--- config.mk ---
export PLATFORM = sky130hd
export DESIGN_NAME = fetch_stage
export DESIGN_NICKNAME = d
export VERILOG_FILES = /design/src/rtl/fetch_stage.sv
export SDC_FILE = /design/constraint.sdc
export NUM_CORES = 1
export LEC_CHECK = 0
export ABC_AREA = 1
export CELL_PAD_IN_SITES_DETAIL_PLACEMENT = 1
export CELL_PAD_IN_SITES_GLOBAL_PLACEMENT = 1
export CORE_ASPECT_RATIO = 1.75
export CORE_MARGIN = 5
export CORE_UTILIZATION = 30
export CTS_BUF_LIST = sky130_fd_sc_hd__clkbuf_2 sky130_fd_sc_hd__clkbuf_4 sky130_fd_sc_hd__clkbuf_8
export DETAILED_ROUTE_END_ITERATION = 8
export PLACE_DENSITY = 0.85
export SETUP_SLACK_MARGIN = 0.02
export SLEW_MARGIN = 15
export SYNTH_ARGS = -nofsm -noshare
export SYNTH_HDL_FRONTEND = slang
export SYNTH_SLANG_ARGS = --single-unit
export TNS_END_PERCENT = 50
--- constraint.sdc ---
create_clock -name clk -period 1.75 [get_ports clk]
set_input_delay 0.35 -clock clk [delete_from_list [all_inputs] [get_ports clk]]
set_output_delay 0.35 -clock clk [all_outputs]
set_load 0.01 [all_outputs]
--- src/rtl/fetch_stage.sv ---
// Instruction fetch stage: drives a synchronous-read instruction memory, presents
// fetched instructions to decode, and handles stalls, redirects and misaligned faults.
module fetch_stage #(
    parameter logic [31:0] RESET_PC = 32'h0000_0000,
    parameter logic [31:0] NOP      = 32'h0000_0013
) (
    input  logic        clk,
    input  logic        reset,
    input  logic        stall,
    input  logic        redirect_valid,
    input  logic [31:0] redirect_pc,
    output logic [31:0] imem_addr,
    output logic        imem_read_en,
    input  logic [31:0] imem_data,
    output logic [31:0] if_pc,
    output logic [31:0] if_instr,
    output logic        if_valid,
    output logic        fetch_fault,
    output logic [31:0] fetch_count
);

    typedef enum logic [1:0] {
        StIdle,
        StRun,
        StFault
    } state_e;

    state_e      state_q, state_d;
    logic [31:0] pc_f_q, pc_f_d;
    logic [31:0] req_pc_q, req_pc_d;
    logic [31:0] fetch_count_q, fetch_count_d;
    logic        fetch_fault_q, fetch_fault_d;
    logic        redirect_aligned;

    assign redirect_aligned = (redirect_pc[1:0] == 2'b00);

    // Next-state: redirect has top priority, then per-state sequencing.
    always_comb begin
        state_d       = state_q;
        pc_f_d        = pc_f_q;
        req_pc_d      = req_pc_q;
        fetch_count_d = fetch_count_q;
        fetch_fault_d = fetch_fault_q;

        if (redirect_valid) begin
            // The instruction presented this cycle is wrong-path and is not counted.
            req_pc_d = redirect_pc;
            if (redirect_aligned) begin
                pc_f_d        = redirect_pc + 32'd4;
                state_d       = StRun;
                fetch_fault_d = 1'b0;
            end else begin
                state_d       = StFault;
                fetch_fault_d = 1'b1;
            end
        end else begin
            case (state_q)
                StIdle: begin
                    req_pc_d = pc_f_q;
                    pc_f_d   = pc_f_q + 32'd4;
                    state_d  = StRun;
                end
                StRun: begin
                    if (!stall) begin
                        req_pc_d      = pc_f_q;
                        pc_f_d        = pc_f_q + 32'd4;
                        fetch_count_d = fetch_count_q + 32'd1;
                    end
                end
                StFault: begin
                    state_d = StFault;
                end
                default: begin
                    state_d = StIdle;
                end
            endcase
        end
    end

    // State registers with synchronous reset.
    always_ff @(posedge clk) begin
        if (reset) begin
            state_q       <= StIdle;
            pc_f_q        <= RESET_PC;
            req_pc_q      <= RESET_PC;
            fetch_count_q <= 32'd0;
            fetch_fault_q <= 1'b0;
        end else begin
            state_q       <= state_d;
            pc_f_q        <= pc_f_d;
            req_pc_q      <= req_pc_d;
            fetch_count_q <= fetch_count_d;
            fetch_fault_q <= fetch_fault_d;
        end
    end

    // Memory request and decode-facing outputs.
    always_comb begin
        if (redirect_valid) begin
            imem_addr = redirect_pc;
        end else if (stall) begin
            imem_addr = req_pc_q;  // re-read the held instruction
        end else begin
            imem_addr = pc_f_q;
        end

        // In FAULT the only read issued is the one fetching an aligned redirect target,
        // so that target can be presented on the following cycle.
        imem_read_en = !reset &&
                       ((state_q != StFault) || (redirect_valid && redirect_aligned));

        if_valid    = !reset && (state_q == StRun);
        if_pc       = reset ? RESET_PC : req_pc_q;
        if_instr    = if_valid ? imem_data : NOP;
        fetch_fault = fetch_fault_q;
        fetch_count = fetch_count_q;
    end

endmodule

# == Word-level counts from Yosys, hierarchy flattened ==
# Index checks and enable logic that the tools add are counted.
# totals
register_bits,99
input_bits,68
output_inout_bits,131
elab_cells,40
# op_classes
n_addsub,3
eq_ne,6
n_mux,14
bitwise_logic,2
n_reduce_logical,10
# ops
cell,n
$mux W32,8
$pmux W32 S2,2
$add A32 B3 Y32 const B,2
$add A32 B1 Y32 const B,1
$pmux W2 S3,1
$reduce_and A3 Y1,2
$logic_not A2 Y1,2
$mux W2,2
$ne A2 B2 Y1 const B,2
$logic_and A1 B1 Y1,3
$ne A3 B3 Y1 const B,1
$reduce_bool A3 Y1,1
$eq A2 B1 Y1 const B,1
$eq A2 B2 Y1 const B,1
$ne A2 B1 Y1 const B,1
$not A1 Y1,2
$logic_not A1 Y1,1
$logic_or A1 B1 Y1,1
$mux W1,1

# == Longest topological paths before layout ==
# Gate-level depths: netlist of the first run.
# depth
word_depth,4
mapped_depth,14
ltp_nobuf,13

# == Least setup slack after synthesis of the first run ==
# Ideal clock, no wire load.
# synth_path
path_type,input to output
startpoint,input reset
endpoint,output if_instr[4]
arrival_ns,1.364
t_required_ns,1.400
setup_slack_ns,0.036
stages,5
path_buffers,2
path_cell_list,clkbuf_1 nor2_1 inv_1 clkbuf_1 or2_2
# synth_between
elab_chain_cells,3
# synth_rtl
item,line,rtl
"start, declared",8,"input logic reset,"
$logic_not A1 Y1,112,if_valid = !reset && (state_q == StRun);
$logic_and A1 B1 Y1,112,
net if_valid,17,"output logic if_valid,"
$mux W32,114,if_instr = if_valid ? imem_data : NOP;
"end, declared",16,"output logic [31:0] if_instr,"
# The timed path passes the listed nets, and every way through them passes these cells.

# == Worst setup path in the final report of the first run ==
# layout_path
startpoint,register state_q[1]
endpoint,output if_instr[17]
# layout_between
elab_chain_cells,3
# layout_rtl
item,line,rtl
"start, declared",28,"state_e state_q, state_d;"
"start signal, assigned",83,state_q <= StIdle;
"start signal, assigned",89,state_q <= state_d;
$eq A2 B1 Y1,112,
$logic_and A1 B1 Y1,112,
$mux W32,114,
# Every way passes these cells.

==> metrics.txt, run 1 <==
# TYPE chip_impl_metric gauge
chip_impl_info{name="outcome",value="complete, but fails checks"} 1
chip_impl_info{name="violations",value="negative setup slack"} 1
chip_impl_metric{name="ant_nets",unit=""} 0
chip_impl_metric{name="standby_leakage_power",unit="nW"} 5.533
chip_impl_metric{name="areaGrowthSynthToFinish",unit="%"} 75.01
chip_impl_metric{name="multiplexer_fraction_of_the_synthesized_cell_area",unit="%"} 0
chip_impl_metric{name="grt_first_pass_wirelength",unit="microns"} 48760
chip_impl_metric{name="cap_violations",unit=""} 0
chip_impl_metric{name="setup_viol",unit=""} 57
chip_impl_metric{name="cts_buffer_depth",unit=""} 2
chip_impl_info{name="post_synth_main_area_contributors",value="dfxtp_1 29%, nand2_1 15%, nor2_1 9.9%"} 1
chip_impl_info{name="setup.worst_path.start",value="state_q[1]"} 1
chip_impl_metric{name="total_power",unit="mW"} 6.627
chip_impl_metric{name="cts-buffers-inserted",unit=""} 9
chip_impl_metric{name="post_drt_wl_per_cell",unit="microns"} 20.18
chip_impl_metric{name="synth_warnings",unit=""} 0
chip_impl_metric{name="port_buffers",unit=""} 198
chip_impl_metric{name="hold_viol_final",unit=""} 0
chip_impl_metric{name="vdd.ir_drop.worst",unit="uV"} 328.4
chip_impl_info{name="grt_setup_unrepaired",value="true"} 1
chip_impl_metric{name="synth_compound_area_share",unit="%"} 19.84
chip_impl_metric{name="ys_types",unit=""} 35
chip_impl_info{name="yosys.cell_count.top_type",value="nand2_1"} 1
chip_impl_metric{name="postSynthNetCount",unit=""} 1210
chip_impl_metric{name="clock_skew",unit="ns"} 0.02856
chip_impl_info{name="synth_ff_type",value="dfxtp_1"} 1
chip_impl_metric{name="critPathMaxFanout",unit=""} 8
chip_impl_info{name="clock_tree.root_cell",value="clkbuf_8"} 1
chip_impl_metric{name="clkSlewWorstSetupHoldPaths",unit="ns"} 0.11
chip_impl_metric{name="post_synth_edffs",unit=""} 0
chip_impl_metric{name="post-route-period-util",unit="%"} 108.7
chip_impl_info{name="synth_top_family_by_area",value="simple AND/OR/NAND/NOR gates"} 1
chip_impl_metric{name="syn-instance-count",unit=""} 1140
chip_impl_info{name="synth.cells.most_frequent",value="271 x nand2_1, 179 x nor2_1, 151 x inv_1, 126 x o21ai_0, 99 x dfxtp_1"} 1
chip_impl_metric{name="multiInputGateArea",unit="sq um"} 4838
chip_impl_metric{name="worst_skew_pair.late_latency",unit="ns"} 0.42
chip_impl_metric{name="routed_wl",unit="microns"} 36600
chip_impl_metric{name="grt_start_max_net_pins",unit=""} 61
chip_impl_info{name="endpoint_kind",value="output pin"} 1
chip_impl_metric{name="cts_hold_buf",unit=""} 0
chip_impl_metric{name="dp_slack",unit="ns"} -0.5565
chip_impl_metric{name="fp.dieArea",unit="sq um"} 25890
chip_impl_metric{name="chipHeight",unit="microns"} 209.2
chip_impl_metric{name="synth_simple_gate_area_share",unit="%"} 36.40
chip_impl_metric{name="finalCriticalPeriod",unit="ns"} 1.902
chip_impl_info{name="synth_top_cell_by_area",value="dfxtp_1"} 1
chip_impl_metric{name="dr_total_vias",unit=""} 9412
chip_impl_metric{name="area_of_the_placeable_core",unit="sq um"} 22560
chip_impl_metric{name="asyncSetResetFlopFracSynth",unit="%"} 0
chip_impl_metric{name="place.detailed.hpwl",unit="microns"} 23570
chip_impl_metric{name="netlist_area",unit="sq um"} 6799
chip_impl_metric{name="post-synth-top-area-fraction",unit="%"} 29.15
chip_impl_metric{name="post-route-worst-setup-slack",unit="ns"} -0.1517
chip_impl_info{name="timing.setup.critical_path_class",value="flip-flop to output pin"} 1
chip_impl_metric{name="clock_sinks",unit=""} 99
chip_impl_metric{name="drc_errors",unit=""} 0
chip_impl_info{name="worstSetupStartpointType",value="flip-flop"} 1
chip_impl_metric{name="grt_remaining_overflow",unit=""} 0
chip_impl_metric{name="finalWeightedCongestion",unit=""} 0.9034
chip_impl_metric{name="start_util",unit="%"} 30.14
chip_impl_metric{name="drt_pass_1_iters",unit=""} 5
chip_impl_metric{name="ports",unit=""} 199
chip_impl_info{name="hold_path_startpoint",value="redirect_valid"} 1
chip_impl_metric{name="number_of_violations_reported_at_the_end_of_detailed_routing_iteration_0",unit=""} 578
chip_impl_metric{name="tightestPinTransition",unit="ns"} 0.6253
chip_impl_metric{name="route.detailed.vias_per_inst",unit=""} 5.189
chip_impl_metric{name="cp_data_required_time",unit="ns"} 1.40
chip_impl_metric{name="sequential_cell_area",unit="sq um"} 2049
chip_impl_metric{name="ffs_latches_synth",unit=""} 99
chip_impl_metric{name="postPlaceCellArea",unit="sq um"} 10300
chip_impl_metric{name="pins_over_slew_limit",unit=""} 0
chip_impl_metric{name="core.rowCount",unit=""} 73
chip_impl_info{name="regToRegStartpoint",value="state_q[0]"} 1
chip_impl_metric{name="yosys.area_share.xor_xnor",unit="%"} 1.803
chip_impl_metric{name="critPathArrivalTime",unit="ns"} 1.55
chip_impl_metric{name="die_w",unit="microns"} 123.8
chip_impl_metric{name="finish.utilization",unit="%"} 52.74
chip_impl_metric{name="post_route_cells_drive_above_1_share",unit="%"} 37.28
chip_impl_metric{name="grt_util_all_layers",unit="%"} 23.98
chip_impl_metric{name="post-route-cell-area",unit="sq um"} 11900
chip_impl_metric{name="final.fill_count",unit=""} 2893
chip_impl_metric{name="grt_antenna_before_repair",unit=""} 1
chip_impl_metric{name="relSlewSlack",unit="%"} 58.32
chip_impl_metric{name="ys_seq_area_share",unit="%"} 29.15
chip_impl_metric{name="power_per_cell_area",unit="nW/um^2"} 556.9
chip_impl_metric{name="postSynthAreaPerCell",unit="sq um"} 5.964
chip_impl_metric{name="adder_cell_share_of_the_synthesized_area",unit="%"} 0.3681
chip_impl_info{name="cts_tree",value="done"} 1
chip_impl_info{name="holdCritPathClass",value="primary input to flip-flop"} 1
chip_impl_metric{name="fmax",unit="GHz"} 0.5258
chip_impl_metric{name="ctsHtreeMaxLevel",unit=""} 3
chip_impl_metric{name="first_global_vias",unit=""} 9543
chip_impl_metric{name="final_net_count",unit=""} 1578
[what timing repair did]
item	CTS	global route
buffers inserted	2	25
endpoints found under the setup margin	159	128
resized for setup	442	285
gates cloned	5	8
pin swaps	13	64
[per-stage QoR]
stage	instances	TNS, ns	hold WS, ns
detailed placement	1757	-40.47	0.4438
global route	1813	-10.52	0.3510
global placement	1757	-32.52	0.4389
finish	1814	-5.303	0.3273
floorplan	1140	0	0.4185
CTS	1780	-3.883	0.3298
[registers in the layout, summed over array words and instances (netlist names)]
register     count
fetch_count     32
req_pc_q        32
pc_f_q          32
state_q          2
fetch_fault      1
[where the power goes]
group | switching (mW) | internal [mW]
Combinational | 1.27 | 1.10
Clock | 0.951 | 0.748
Sequential | 0.139 | 2.41
[worst paths after layout]
path | to | slack, ns | cells past startpoint
max reg2reg | pc_f_q[6] | -0.10 | 12
max | if_instr[17] | -0.15 | 7
min | req_pc_q[2] | 0.33 | 4
min reg2reg | pc_f_q[1] | 0.46 | 2
[cell usage in the layout (no fill, tap or decap), types with 6 or more instances in the layout]
cell | Yosys | routed
a21oi_1 | 37 | 35
inv_1 | 151 | 146
nand2_4 | 4 | 13
nand2_2 | 22 | 56
nor2_4 | 5 | 62
nor2_2 | 12 | 28
clkbuf_8 | 0 | 10
dfxtp_1 | 99 | 51
nand3_2 | 1 | 12
dfxtp_2 | 0 | 45
a22o_1 | 21 | 21
buf_12 | 1 | 11
clkbuf_2 | 0 | 7
o21ai_0 | 126 | 70
buf_2 | 6 | 24
clkdlybuf4s50_1 | 0 | 70
buf_4 | 3 | 180
o211ai_1 | 7 | 7
xor2_1 | 8 | 8
nor2_1 | 179 | 106
nand3b_1 | 8 | 8
a31oi_1 | 33 | 33
dlygate4sd2_1 | 0 | 49
dlymetal6s2s_1 | 0 | 10
buf_6 | 2 | 39
nand2_1 | 271 | 228
o21ai_1 | 0 | 42
xnor2_1 | 6 | 6
nand3_1 | 46 | 32
o21ai_2 | 5 | 15
clkdlybuf4s15_2 | 0 | 9
nor3_1 | 16 | 13
[worst max-delay path, cell delays in order, from the launching register on]
cell and delay (ns):
dfxtp_2 0.35, inv_4 0.07, nand2_4 0.05, nor2_4 0.13, clkinv_4 0.15, buf_12 0.19, nor2_2 0.07, buf_2 0.13
[layout make-up]
class | instances | share of cell area [%]
Clock buffer | 12 | 1.283
Antenna cell | 1 | 0.02103
Timing Repair inverter | 1 | 0.07361
Clock inverter | 4 | 0.4732
Inverter | 158 | 5.174
Multi-Input combinational cell | 829 | 40.66
Sequential cell | 99 | 17.22
Tap cell | 300 | 3.155
Timing Repair Buffer | 410 | 31.93
[cells by family after synthesis]
family | after synthesis
and+or+nand+nor | 578
AOI/OAI and AO/OA | 235
buffers and inverters | 212
DFF | 99
xor gates and xnor gates | 14
adders and majority gates | 2
[metal layers]
layer | wire length, microns | GRT usage (%) | share of wire (%) | up-vias
li1 | - | - | - | 4372
met1 | 12300 | 22.96 | 34 | 4566
met5 | 0 | 0 | 0 | -
met4 | 2157 | 11.55 | 5.9 | 0
met2 | 20790 | 48.27 | 57 | 319
met3 | 1349 | 2.437 | 3.7 | 155
No activity file was read; power rests on OpenSTA's default activity.
==> inputs of run 2 (changes only) <==
RECOVER_POWER = 50   (was default)
==> results of run 2 <==
Same layout as run 1: the final DEF is identical, and so are final timing and power.
==> patch (config.mk and constraints of run 1) <==
Encoding of `state_e`: now one-hot (3 bits for 3 states).
--- a/src/rtl/fetch_stage.sv
+++ b/src/rtl/fetch_stage.sv
@@ -19,10 +19,10 @@
     output logic [31:0] fetch_count
 );
 
-    typedef enum logic [1:0] {
-        StIdle,
-        StRun,
-        StFault
+    typedef enum logic [2:0] {
+        StIdle  = 3'b001,
+        StRun   = 3'b010,
+        StFault = 3'b100
     } state_e;
 
     state_e      state_q, state_d;
Formal check against the unedited RTL: same outputs for any inputs over 4 cycles, from zero or initial values and one cycle with reset high; so few cycles prove little.
==> patch against run 1 <==
- the run still ends with negative setup slack left
- clock power down 9%
- core utilization decreased by 3.5 points
- first-iteration DRC count shrank 33%
- via count shrank 4.5%
- sequential cell count rose by 1
- final area decreased by 6.7%
- worst setup slack got worse by 0.12 ns
- wire length down 13%
- sequential share of layout area is 1.2 points higher
- synthesized area rose by 0.53%
- power down 5.3%
- non-clock buffer count down 13
- largest cell class unchanged
==> patch: results (changes against run 1) <==
metric,value,unit,change
status,"finished, violations left",,
failed_checks,negative setup slack,,
drt_iter0_drc,388,,-33%
routed_wl,32.0,mm,-13%
crit_path_max_incr_delay,0.32,ns,-0.03 ns
critical_path.n_buffers_inverters,2,,-2
track_usage,23.0,%,-0.93 points
globalplace.congestion,0.903,,about the same
clock_latency,0.39,ns,-0.03 ns
final_layout_size_suffix_gt1_share,31.0,%,-6.3 points
setup.worst_path.end,imem_read_en,,
timing.hold.worst_path_depth,2,,-2
drt_pre_antenna_iters,4,,-1
timing.hold.worst.start,pc_f_q[0]$_SDFFE_PP0P_,,
inv_count,153,,-3.8%
whs,0.446,ns,+0.119 ns
mappedNetlistNets,1189,,-1.7%
worst_ir_drop_vdd,0.313,mV,-4.7%
pg_comb,2.15,mW,-9.7%
antenna-diode-count,0,,-1
final-clk-cell-share,1.71,%,-0.042 points
report.power.total,6.27,mW,-5.3%
fin_cells,1776,,-2.1%
placed_area,10400,um^2,+0.96%
die_area,26000,um^2,+0.50%
post-place-cells,1733,,-1.4%
total_leakage_power,5.33,nW,-3.7%
place.detailed.hpwl,23.1,mm,-1.8%
p_sw_share,35.1,%,-0.54 points
fin_util,49.2,%,-3.5 points
finalSetupViolCount,57,,unchanged
finalClockSkew,0.0186,ns,-0.00999 ns
cts.reportedPaths.clkPinSlew,0.09,ns,-0.02 ns
max_slew.worst_pin.slew,0.393,ns,-0.232 ns
synth_cell_type_count,40,,+14%
worst_ep_arrival_time,1.67,ns,+0.12 ns
largest_net_degree_at_the_start_of_global_routing,67,,+9.8%
final.setup.worst_slack,-0.267,ns,-0.115 ns
post_synth_xor_area_fraction,2.43,%,+0.63 points
antenna_found_initial,0,,-1
multi_input_cells,810,,-2.3%
leading_post_synthesis_cells_by_instance_count,"245 x nand2_1, 175 x nor2_1, 149 x inv_1",,
non_clock_buffer_area_share,32.1,%,+0.14 points
pre_cts_slack,-0.579,ns,-0.0229 ns
area.sequential,2040,um^2,-0.24%
grt_pass1_vias,9684,,+1.5%
hold_end,pc_f_q[0]$_SDFFE_PP0P_,,
buffers,397,,-3.2%
cp_max_fo,2,,-6
min-delay-path-class,reg -> reg,,
==> patch: cell count changes after synthesis, sizes merged, moves of 4 or more <==
cell / delta
clkbuf: -7
nand2: -16
o21bai: +5
o21ai: +4
nand3b: -4
nand3: -6
nand4: +4
inv: -6
xnor2: +6
buf: +9
==> patch: worst register-to-register path, delay by kind of cell, from the launching register on <==
kind                   cells  cell delay [ns]
DFF                        1             0.32
buffers and inverters      7             0.97
and+or+nand+nor            5             0.54
==> patch: per-layer routing <==
metal	GRT usage, %	wire length, um	vias to the layer above
li1	-	-	4270
met1	21.2	10700	4345
met2	46.4	18200	244
met3	2.72	1200	128
met4	12.8	1910	0
met5	0	0	-
==> patch: what timing repair did <==
item | 4_1_cts | 5_1_grt
cloned | 2 | 6
hold buffers | 0 | 0
setup endpoints to repair | 180 | 156
buffers inserted | 10 | 10
pin swaps | 24 | 25
gates resized for setup | 420 | 104
